<file path="src/rtl/serial2parallel_rx.sv">
// serial2parallel_rx: oversampling receiver for an s_clk / s_clr / s_dat
// serial chain. The three serial lines are synchronised to clk through
// identical flop chains, rising edges of the synced s_clk / s_clr are
// detected, and a small FSM (IDLE / RECV / TAIL) shifts DATA_BITS bits into
// a word that is presented on data with a one-cycle valid strobe.
//
// Handshake: valid and frame_err are single-cycle strobes with no back
// pressure; data is only updated in the cycle valid is high and holds its
// value otherwise. valid and frame_err are never high together.
//
// Optional build macro: S2P_TIMEOUT_EN adds an idle counter that aborts a
// partial frame after TIMEOUT_CYCLES clk cycles without an s_clk rise.
module serial2parallel_rx #(
    parameter int DATA_BITS      = 16,
    parameter int CODE_ENDIAN    = 1,
    parameter int SYNC_STAGES    = 2,
    parameter int TIMEOUT_CYCLES = 1024
) (
    input  logic                 clk,
    input  logic                 rst,
    input  logic                 s_clk,
    input  logic                 s_clr,
    input  logic                 s_dat,
    output logic [DATA_BITS-1:0] data,
    output logic                 valid,
    output logic                 busy,
    output logic                 frame_err
);

    localparam int CW = $clog2(DATA_BITS + 1);
    localparam logic [CW-1:0] FULL = CW'(DATA_BITS);

    typedef enum logic [1:0] {
        IDLE = 2'd0,
        RECV = 2'd1,
        TAIL = 2'd2
    } state_t;

    // Reject configurations the datapath cannot support.
    if (DATA_BITS < 2 || SYNC_STAGES < 2 || TIMEOUT_CYCLES < 2) begin : g_param_check
        $error("serial2parallel_rx: DATA_BITS, SYNC_STAGES and TIMEOUT_CYCLES must be >= 2");
    end

    state_t                 state;
    logic [SYNC_STAGES-1:0] clk_sync;
    logic [SYNC_STAGES-1:0] clr_sync;
    logic [SYNC_STAGES-1:0] dat_sync;
    logic                   clk_d;
    logic                   clr_d;
    logic                   clk_rise;
    logic                   clr_rise;
    logic                   bit_in;
    logic [DATA_BITS-1:0]   sr;
    logic [CW-1:0]          count;
    logic [DATA_BITS-1:0]   restart_sr;
    logic [CW-1:0]          restart_count;
    logic                   timeout_hit;

    // Place one received bit into the word according to the bit order.
    function automatic logic [DATA_BITS-1:0] shift_in(input logic [DATA_BITS-1:0] cur,
                                                      input logic                 b);
        if (CODE_ENDIAN != 0) begin
            return {cur[DATA_BITS-2:0], b};
        end else begin
            return {b, cur[DATA_BITS-1:1]};
        end
    endfunction

    // Identical synchronizer chains keep data aligned with its clock edge.
    always_ff @(posedge clk) begin
        if (rst) begin
            clk_sync <= '0;
            clr_sync <= '0;
            dat_sync <= '0;
            clk_d    <= 1'b0;
            clr_d    <= 1'b0;
        end else begin
            clk_sync <= {clk_sync[SYNC_STAGES-2:0], s_clk};
            clr_sync <= {clr_sync[SYNC_STAGES-2:0], s_clr};
            dat_sync <= {dat_sync[SYNC_STAGES-2:0], s_dat};
            clk_d    <= clk_sync[SYNC_STAGES-1];
            clr_d    <= clr_sync[SYNC_STAGES-1];
        end
    end

    assign clk_rise = clk_sync[SYNC_STAGES-1] & ~clk_d;
    assign clr_rise = clr_sync[SYNC_STAGES-1] & ~clr_d;
    assign bit_in   = dat_sync[SYNC_STAGES-1];

    // Frame restart: clear first, then a coincident s_clk rise becomes bit 0.
    always_comb begin
        restart_sr    = '0;
        restart_count = '0;
        if (clk_rise) begin
            restart_sr    = shift_in('0, bit_in);
            restart_count = CW'(1);
        end
    end

`ifdef S2P_TIMEOUT_EN
    localparam int IW = $clog2(TIMEOUT_CYCLES);

    logic [IW-1:0] idle_cnt;

    // Count clk cycles since the last s_clk rise while a partial frame is open.
    always_ff @(posedge clk) begin
        if (rst || state != RECV || count == '0 || count == FULL || clk_rise || clr_rise) begin
            idle_cnt <= '0;
        end else if (!timeout_hit) begin
            idle_cnt <= idle_cnt + IW'(1);
        end
    end

    assign timeout_hit = (state == RECV) && (count != '0) && (count != FULL) &&
                         (idle_cnt == IW'(TIMEOUT_CYCLES - 1));
`else
    assign timeout_hit = 1'b0;
`endif

    // Frame FSM with registered outputs.
    always_ff @(posedge clk) begin
        if (rst) begin
            state     <= IDLE;
            sr        <= '0;
            count     <= '0;
            data      <= '0;
            valid     <= 1'b0;
            busy      <= 1'b0;
            frame_err <= 1'b0;
        end else begin
            valid     <= 1'b0;
            frame_err <= 1'b0;
            unique case (state)
                IDLE: begin
                    // s_clk rises without a preceding s_clr are ignored here.
                    if (clr_rise) begin
                        state <= RECV;
                        busy  <= 1'b1;
                        sr    <= restart_sr;
                        count <= restart_count;
                    end
                end
                RECV: begin
                    if (count == FULL) begin
                        // Word complete: publish it one cycle after the last bit.
                        data  <= sr;
                        valid <= 1'b1;
                        if (clr_rise) begin
                            sr    <= restart_sr;
                            count <= restart_count;
                        end else begin
                            state <= TAIL;
                            busy  <= 1'b0;
                            count <= '0;
                        end
                    end else if (clr_rise) begin
                        // A clear with bits already collected aborts the frame.
                        if (count != '0) begin
                            frame_err <= 1'b1;
                        end
                        sr    <= restart_sr;
                        count <= restart_count;
                    end else if (clk_rise) begin
                        sr    <= shift_in(sr, bit_in);
                        count <= count + CW'(1);
                    end else if (timeout_hit) begin
                        frame_err <= 1'b1;
                        state     <= IDLE;
                        busy      <= 1'b0;
                        sr        <= '0;
                        count     <= '0;
                    end
                end
                TAIL: begin
                    // Trailing pad rises are ignored; only a clear starts a frame.
                    if (clr_rise) begin
                        state <= RECV;
                        busy  <= 1'b1;
                        sr    <= restart_sr;
                        count <= restart_count;
                    end
                end
                default: begin
                    state <= IDLE;
                    busy  <= 1'b0;
                    count <= '0;
                end
            endcase
        end
    end

endmodule

</file>
<file path="config.mk">
export PLATFORM = sky130hd
export DESIGN_NAME = serial2parallel_rx
export DESIGN_NICKNAME = d
export VERILOG_FILES = /design/src/rtl/serial2parallel_rx.sv
export SDC_FILE = /design/constraint.sdc
export NUM_CORES = 1
export LEC_CHECK = 0
export ABC_AREA = 1
export BUFFER_PORTS_ARGS = -buffer_cell sky130_fd_sc_hd__buf_2
export CELL_PAD_IN_SITES_DETAIL_PLACEMENT = 0
export CELL_PAD_IN_SITES_GLOBAL_PLACEMENT = 1
export CORE_ASPECT_RATIO = 0.6
export CORE_MARGIN = 1.5
export CORE_UTILIZATION = 35
export CTS_CLUSTER_DIAMETER = 120
export DETAILED_ROUTE_END_ITERATION = 8
export HOLD_SLACK_MARGIN = 0.1
export PLACE_DENSITY_LB_ADDON = 0.1
export SLEW_MARGIN = 20
export SYNTH_ARGS = -nofsm -noshare
export SYNTH_HDL_FRONTEND = slang
export SYNTH_SLANG_ARGS = --single-unit
export TNS_END_PERCENT = 10
</file>
<file path="constraint.sdc">
create_clock -name clk -period 1.8 [get_ports clk]
set_input_delay 0.54 -clock clk [delete_from_list [all_inputs] [get_ports clk]]
set_output_delay 0.54 -clock clk [all_outputs]
set_load 0.01 [all_outputs]
</file>
==> out/qor.yml, run 1 <==
crit_buf_inv: 2
avgSynthCellArea_um2: 6.68
insertion_delay_ns: 0.29
dieArea_um2: 6960
skew_ns: 0.00547
p_sw_share_pct: 24.9
multi_input_area_um2: 1020
post-route-util_pct: 41.6
die_w_um: 107
cp_slowest_stage_delay_ns: 0.39
root_buffer: "clkbuf_8"
status: "complete, no violations"
min_path_cells: 2
seq_area_um2: 1000
r2r_slack_ns: 0.21
ff2ff_path_depth: 9
grt_start_max_net_pins: 33
grt_use_total_pct: 14.7
vdd_ir_drop_max_uv: 305
critPathTopFamily: "simple AND/OR/NAND/NOR gates"
vias: 1862
cts_buffer_depth: 2
timing_worst_slew_pin_value_ns: 0.342
gp_congestion: 0.827
num-fill-cells: 663
drc_errors: 0
fin_crit_ns: 1.59
fin_crit_sh_pct: 88.1
worst_setup_path_start_kind: "flop"
portBuffers: 23
maxSlewHeadroom_pct: 77.1
clkTransAtPathRegs_ns: 0.09
p_seq_share_pct: 53.0
synth-seq-cells: 50
ctsHoldBuffers: 0
arrival_ns: 1.78
num_io_pins: 24
cp_max_fo: 32
dr.first_iter.drc_count: 73
crit_chain: "inv_1, ha_1, nand3_4, nand3_2, nand2_2, buf_12, nand2_1, nand2_1, nor2_1"
rows: 22
area_growth_syn_to_layout_pct: 13.6
initial_core_util_pct: 36.6
finalSetupViolCount: 0
nets: 367
cts_buffers: 5
hpwl_mm: 3.20
via_per_inst: 4.18
final_layout_size_suffix_gt1_share_pct: 12.7
required_ns: 2.00
syn_inst: 338
rr_startpoint: "count[0]"
criticalPathCategory: "flop to flop"
seq_area_frac_synth_pct: 44.3
intPower_mw: 1.66
hold_start: "clk_sync[0]"
p_leak_nw: 1.21
grt_pass1_vias: 1643
synth_nets: 345
cpMaxStageDelayCell: "dfxtp_1"
fin_setup_tns_ns: 0
ys_types: 23
drv_cap: 0
slew_viol_final: 0
min_path_type: "flop to flop"
drtAntennaViolNets: 0
cpMostUsedCell: "nand2_1"
cellPowerDensity_nw_per_um2: 860
fmax_ghz: 0.631
clkPwrFrac_pct: 34.9
first_pass_iters: 4
antenna_found_initial: 0
worstHoldEndpoint: "clk_sync[1]"
grt_pass1_wl_mm: 7.99
finalHoldViolations: 0
die-height_um: 65.2
cts_tree: "done"
num_antenna_cells: 0
cts-htree-levels: 2
netlist_area_um2: 2260
post_drt_wl_per_cell_um: 10.5
cts.sinks: 50
ys_warn_count: 0
coreArea_um2: 6170
worst_r2r_endpoint: "sr[8]"
grt_overflow_total: 0
end_kind: "flop"
p_sw_mw: 0.550
combinationalPowerShare_pct: 12.0
drt-total-wl_mm: 4.66
rsz0062_at_grt: "no"
==> placed cells by master, fill, tap and decap left out, types with 3 or more instances in the layout <==
| master | instances |
|---|---|
| a21oi_1 | 21 |
| nand4_1 | 3 |
| nor2_1 | 66 |
| dfxtp_1 | 50 |
| nand3_1 | 7 |
| nand2_1 | 106 |
| buf_4 | 6 |
| inv_1 | 36 |
| o21ai_0 | 15 |
| buf_2 | 23 |
| clkbuf_8 | 5 |
==> what timing repair did <==
item,CTS,global route
buffers inserted,0,0
resized for setup,0,3
endpoints found under the setup margin,0,7
==> layout make-up <==
class                   count  area share [%]
clock buffers               7            2.98
clock inverters             1            1.17
inverters                  39            5.80
multi-input cells         234            39.9
flip-flops and latches     50            39.0
well taps                  84            4.10
repair buffers             30            7.02
==> per-stage QoR <==
step / power, mW / cells / hold slack [ns] / instance area [µm²] / setup WS, ns
3_5_place_dp: 1.46 / 437 / 0.396 / 2450 / 0.211
2_1_floorplan: 1.40 / 338 / 0.388 / 2260 / 0.379
6_report: 2.21 / 445 / 0.405 / 2560 / 0.215
4_1_cts: 2.25 / 445 / 0.409 / 2560 / 0.184
3_3_place_gp: 1.46 / 437 / 0.392 / 2450 / 0.251
5_1_grt: 2.34 / 445 / 0.427 / 2560 / 0.0210
==> logic make-up after synthesis <==
family	count (synthesis)	share of synthesized area, %
buffers and inverters	54	10.6
AND/OR/NAND/NOR	191	34.5
XOR/XNOR	2	0.776
AO/OA/AOI/OAI	39	8.75
flip-flops	50	44.3
adder cells (fa/ha/maj)	2	1.11
==> worst min-delay path: stages, from the launching register on <==
cell and delay (ns):
dfxtp_1 0.30, inv_1 0.04, nor2_1 0.03
==> power groups by stage <==
stage | logic [mW] | clock network (mW) | registers [mW]
after floorplan | 0.205 | 0 | 1.19
after global placement | 0.267 | 0 | 1.20
after detailed placement | 0.264 | 0 | 1.20
after CTS | 0.266 | 0.815 | 1.17
after global routing | 0.309 | 0.855 | 1.18
final | 0.266 | 0.771 | 1.17
==> synthesized netlist by cell type (all sizes together) <==
library cell | instances | area (µm²)
buf | 10 | 73.8
nand2 | 108 | 410
o21ai | 17 | 85.1
nor2 | 69 | 277
clkbuf | 5 | 18.8
ha | 2 | 25.0
nor3 | 2 | 10.0
a211oi | 1 | 7.51
nand4 | 3 | 18.8
dfxtp | 50 | 1000
nand3 | 9 | 62.6
xor2 | 2 | 17.5
inv | 39 | 146
a21oi | 21 | 105
==> registers in the layout (all words and copies together), names as in the netlist <==
name,cells
data,16
sr,16
count,5
clk_sync,2
clr_sync,2
dat_sync,2
state,2
busy,1
clk_d,1
clr_d,1
frame_err,1
valid,1
==> worst max-delay path by stage <==
stage | from | end | cells after the start | slack [ns]
floorplan | count[0] | sr[11] | 9 | 0.38
detailed placement | count[0] | sr[13] | 9 | 0.21
CTS | count[0] | sr[10] | 9 | 0.18
global route | count[0] | sr[1] | 9 | 0.02
finish | count[0] | sr[8] | 9 | 0.21
global placement | count[0] | sr[11] | 9 | 0.25
==> layer usage <==
layer,vias to the layer above,track usage [%],wire length (µm)
met5,-,0,0
met4,0,3.00,24
met3,2,3.87,138
met2,19,20.6,1720
met1,773,22.3,2780
li1,1068,-,-
No activity file was read; power rests on OpenSTA's default activity.
==> inputs of run 2 (changes only) <==
--- a/config.mk
+++ b/config.mk
@@ -9,8 +9,6 @@
 export BUFFER_PORTS_ARGS = -buffer_cell sky130_fd_sc_hd__buf_2
 export CELL_PAD_IN_SITES_DETAIL_PLACEMENT = 0
 export CELL_PAD_IN_SITES_GLOBAL_PLACEMENT = 1
-export CORE_ASPECT_RATIO = 0.6
-export CORE_MARGIN = 1.5
 export CORE_UTILIZATION = 35
 export CTS_CLUSTER_DIAMETER = 120
 export DETAILED_ROUTE_END_ITERATION = 8
==> run 2 against run 1 <==
Against the previous run: clock power decreased by 14%; final area decreased by 1.1%; sequential cell count unchanged; global-route usage increased by 0.82 points; maximum frequency decreased by 0.35%; critical path type unchanged; routed wire length decreased by 4.4%; non-clock buffer count decreased by 1; die area decreased by 2.6%; first-iteration DRC count increased by 66%.
==> out/qor.yml, run 2 (same netlist as run 1, synthesis figures left out) <==
root_buffer: "clkbuf_8"
cpMaxStageDelayCell: "dfxtp_1"
arrival_ns: 1.79
grt_pass1_wl_mm: 8.07
gp_congestion: 0.722
grt_use_total_pct: 15.5
drt-total-wl_mm: 4.45
drc_errors: 0
timing_worst_slew_pin_value_ns: 0.252
cts_buffer_depth: 2
fin_crit_ns: 1.59
seq_area_um2: 1000
crit_chain: "inv_1, ha_1, nand3_4, nand2_2, buf_4, nand2_1, nand2_1, nor2_1, nor2_1"
area_growth_syn_to_layout_pct: 12.3
postCtsResizedCells: 0
reg_top3: "data x16, sr x16, count x5"
required_ns: 2.00
nets: 366
post_drt_wl_per_cell_um: 10.2
cts_tree: "done"
cp_slowest_stage_delay_ns: 0.39
initial_core_util_pct: 37.3
finalHoldViolations: 0
p_leak_nw: 1.20
antenna_found_initial: 0
instances_no_fill: 435
wl_met1_mm: 2.37
final_layout_size_suffix_gt1_share_pct: 12.8
dr.first_iter.drc_count: 121
worst_setup_path_start_kind: "flop"
fmax_ghz: 0.629
criticalPathCategory: "flop to flop"
final_cell_mix: "nand2_1 (106), nor2_1 (66), dfxtp_1 (50)"
coreArea_um2: 6060
grt_start_max_net_pins: 34
end_kind: "flop"
num_io_pins: 24
portBuffers: 23
num_antenna_cells: 0
cts_setup_buffers: 0
drv_cap: 0
die-height_um: 82.3
skew_ns: 0.00426
multi_input_area_um2: 1020
cts_buffers: 5
insertion_delay_ns: 0.30
hpwl_mm: 3.01
crit_buf_inv: 2
first_pass_iters: 4
cts-htree-levels: 2
fin_setup_tns_ns: 0
dieArea_um2: 6780
rsz0062_at_grt: "no"
status: "complete, no violations"
num-fill-cells: 681
vdd_ir_drop_max_uv: 387
drtAntennaViolNets: 0
ctsHoldBuffers: 0
slew_viol_final: 0
rows: 28
finalSetupViolCount: 0
layout_commonest_cell: "nand2_1"
maxSlewHeadroom_pct: 83.1
min_path_type: "flop to flop"
top_layer: "met4"
placedCellCount: 427
clkTransAtPathRegs_ns: 0.09
cts.sinks: 50
grt_overflow_total: 0
cp_max_fo: 11
wl_met3_um: 116
cellPowerDensity_nw_per_um2: 825
die_w_um: 82.3
fin_crit_sh_pct: 88.4
via_per_inst: 4.42
vias: 1921
dr_wl_met2_mm: 1.92
grt_pass1_vias: 1827
critPathTopFamily: "simple AND/OR/NAND/NOR gates"
[run 2: changes by cell type in the layout (fill, tap and decap cells not counted), sizes merged]
| cell | delta |
|---|---|
| buf | -1 |
| bufinv | -1 |
| clkinv | +1 |
[run 2: path summary, 6_finish.rpt]
check                           slack (ns)  cells after the start           to   startpoint
worst max-delay path                  0.21                      9       sr[11]     count[0]
worst min-delay path                  0.40                      2  clk_sync[1]  clk_sync[0]
worst max register to register        0.21                      9       sr[11]     count[0]
worst min register to register        0.40                      2  clk_sync[1]  clk_sync[0]
[run 2: cell type report]
class	instances	share of cell area, %
clock buffers	7	3.40
clock inverters	1	0.197
inverters	39	5.77
multi-input cells	234	40.2
flip-flops and latches	50	39.5
well taps	75	3.70
repair buffers	29	7.30
[run 2: worst reg2reg max path, cell delays in order (launching register included)]
cell,delay [ns]
dfxtp_1,0.39
inv_1,0.08
ha_1,0.24
nand3_4,0.17
nand2_2,0.15
buf_4,0.21
nand2_1,0.06
nand2_1,0.05
nor2_1,0.10
nor2_1,0.05
[run 2: per-layer routing]
metal  global-route usage (%)  vias up
met1                     20.8      826
met5                        0        -
li1                         -     1070
met2                     24.5       21
met4                     4.21        0
met3                     3.96        4
[run 2: through the flow]
| stage | util [%] | hold WS (ns) | instance area, µm² | total power [mW] | setup WS (ns) |
|---|---|---|---|---|---|
| after detailed placement | 40.3 | 0.397 | 2440 | 1.46 | 0.212 |
| after floorplan | - | 0.388 | 2260 | 1.40 | 0.379 |
| after global placement | 40.3 | 0.390 | 2440 | 1.46 | 0.272 |
| final | 41.8 | 0.405 | 2540 | 2.09 | 0.209 |
| after CTS | 41.8 | 0.411 | 2540 | 2.14 | 0.187 |
| after global routing | 41.8 | 0.418 | 2540 | 2.23 | 0.00967 |
[run 2: where the power goes]
part,internal [mW],switching (mW)
combinational,0.0912,0.170
sequential,1.15,0.0206
clock,0.311,0.350
total,1.55,0.541
==> inputs of run 3 (changes only) <==
--- a/config.mk
+++ b/config.mk
@@ -13,6 +13,7 @@
 export CTS_CLUSTER_DIAMETER = 120
 export DETAILED_ROUTE_END_ITERATION = 8
 export HOLD_SLACK_MARGIN = 0.1
+export MAX_ROUTING_LAYER = met4
 export PLACE_DENSITY_LB_ADDON = 0.1
 export SLEW_MARGIN = 20
 export SYNTH_ARGS = -nofsm -noshare
==> run 3 against run 2 <==
Against the previous run: sequential power hardly changed; sequential share of layout area stayed put; clock skew hardly changed; global-route usage is 0.45 points higher; via count stayed put; worst hold slack stayed put; critical endpoint unchanged; largest cell class unchanged; highest routed layer unchanged.
==> out/qor.yml, run 3 (same netlist as run 1, synthesis figures left out) <==
insertion_delay_ns: 0.30
via_per_inst: 4.42
timing_worst_slew_pin_value_ns: 0.252
slew_viol_final: 0
first_pass_iters: 4
fin_ws_ns: 0.210
arrival_ns: 1.79
drtAntennaViolNets: 0
fin_setup_tns_ns: 0
grt_pass1_wl_mm: 8.06
post-route-util_pct: 41.8
dpl_worst_slack_ns: 0.212
drt-total-wl_mm: 4.45
cts-htree-levels: 2
power.total_mw: 2.09
rsz0062_at_grt: "no"
cts_tree: "done"
final_cell_mix: "nand2_1 (106), nor2_1 (66), dfxtp_1 (50)"
top_layer: "met4"
end_kind: "flop"
cp_max_fo: 11
cts.sinks: 50
criticalPathCategory: "flop to flop"
worst_setup_path_start_kind: "flop"
cts_setup_buffers: 0
final_layout_size_suffix_gt1_share_pct: 12.8
num_io_pins: 24
fin_crit_ns: 1.59
root_buffer: "clkbuf_8"
layout_commonest_cell: "nand2_1"
area_growth_syn_to_layout_pct: 12.3
cts_buffer_depth: 2
dr.first_iter.drc_count: 122
gp_congestion: 0.730
nets: 366
num_antenna_cells: 0
dieArea_um2: 6780
wl_met1_mm: 2.37
rows: 28
grt_use_total_pct: 16.0
coreArea_um2: 6060
clkTransAtPathRegs_ns: 0.09
status: "complete, no violations"
p_leak_nw: 1.20
grt_overflow_total: 0
ctsHoldBuffers: 0
antenna_found_initial: 0
postCtsResizedCells: 0
die-height_um: 82.3
placed_area_um2: 2440
portBuffers: 23
vias: 1921
maxSlewHeadroom_pct: 83.1
drv_cap: 0
reg_top3: "data x16, sr x16, count x5"
grt_pass1_vias: 1828
design_area_um2: 2540
min_path_type: "flop to flop"
finalSetupViolCount: 0
post_drt_wl_per_cell_um: 10.2
cellPowerDensity_nw_per_um2: 825
required_ns: 2.00
drc_errors: 0
skew_ns: 0.00426
hpwl_mm: 3.01
die_w_um: 82.3
vdd_ir_drop_max_uv: 387
fin_crit_sh_pct: 88.3
initial_core_util_pct: 37.3
cts_buffers: 5
finalHoldViolations: 0
fmax_ghz: 0.629
wl_met3_um: 116
dr_wl_met2_mm: 1.92
grt_start_max_net_pins: 34
run 3: stage by stage:
| step | std cells | hold slack (ns) |
|---|---|---|
| detailed placement | 427 | 0.397 |
| floorplan | 338 | 0.388 |
| CTS | 435 | 0.411 |
| global placement | 427 | 0.390 |
| finish | 435 | 0.405 |
| global route | 435 | 0.418 |
run 3: cell type report:
cell class	count	area, µm²
multi-input cells	234	1020
repair buffers	29	185
fillers	681	3520
well taps	75	93.8
inverters	39	146
clock inverters	1	5.00
flip-flops and latches	50	1000
clock buffers	7	86.3
run 3: worst paths after layout:
path / from / end / slack, ns / cells after the start
worst max-delay path: count[0] / sr[11] / 0.21 / 9
worst min-delay path: clk_sync[0] / clk_sync[1] / 0.40 / 2
worst max register to register: count[0] / sr[11] / 0.21 / 9
worst min register to register: clk_sync[0] / clk_sync[1] / 0.40 / 2
run 3: per-layer routing:
layer  vias up  GRT usage, %
met5         -             -
met1       826          20.8
met3         4          3.96
met4         0          4.21
met2        21          24.5
li1       1070             -
run 3: worst max-delay path: stages (launching register included):
cell and delay [ns]:
dfxtp_1 0.39, inv_1 0.08, ha_1 0.24, nand3_4 0.17, nand2_2 0.14, buf_4 0.21
nand2_1 0.06, nand2_1 0.05, nor2_1 0.10, nor2_1 0.05
run 3: report_power, final:
part / internal (mW) / total, mW / switching [mW]
registers: 1.15 / 1.17 / 0.0206
clock network: 0.311 / 0.661 / 0.351
logic: 0.0912 / 0.261 / 0.170
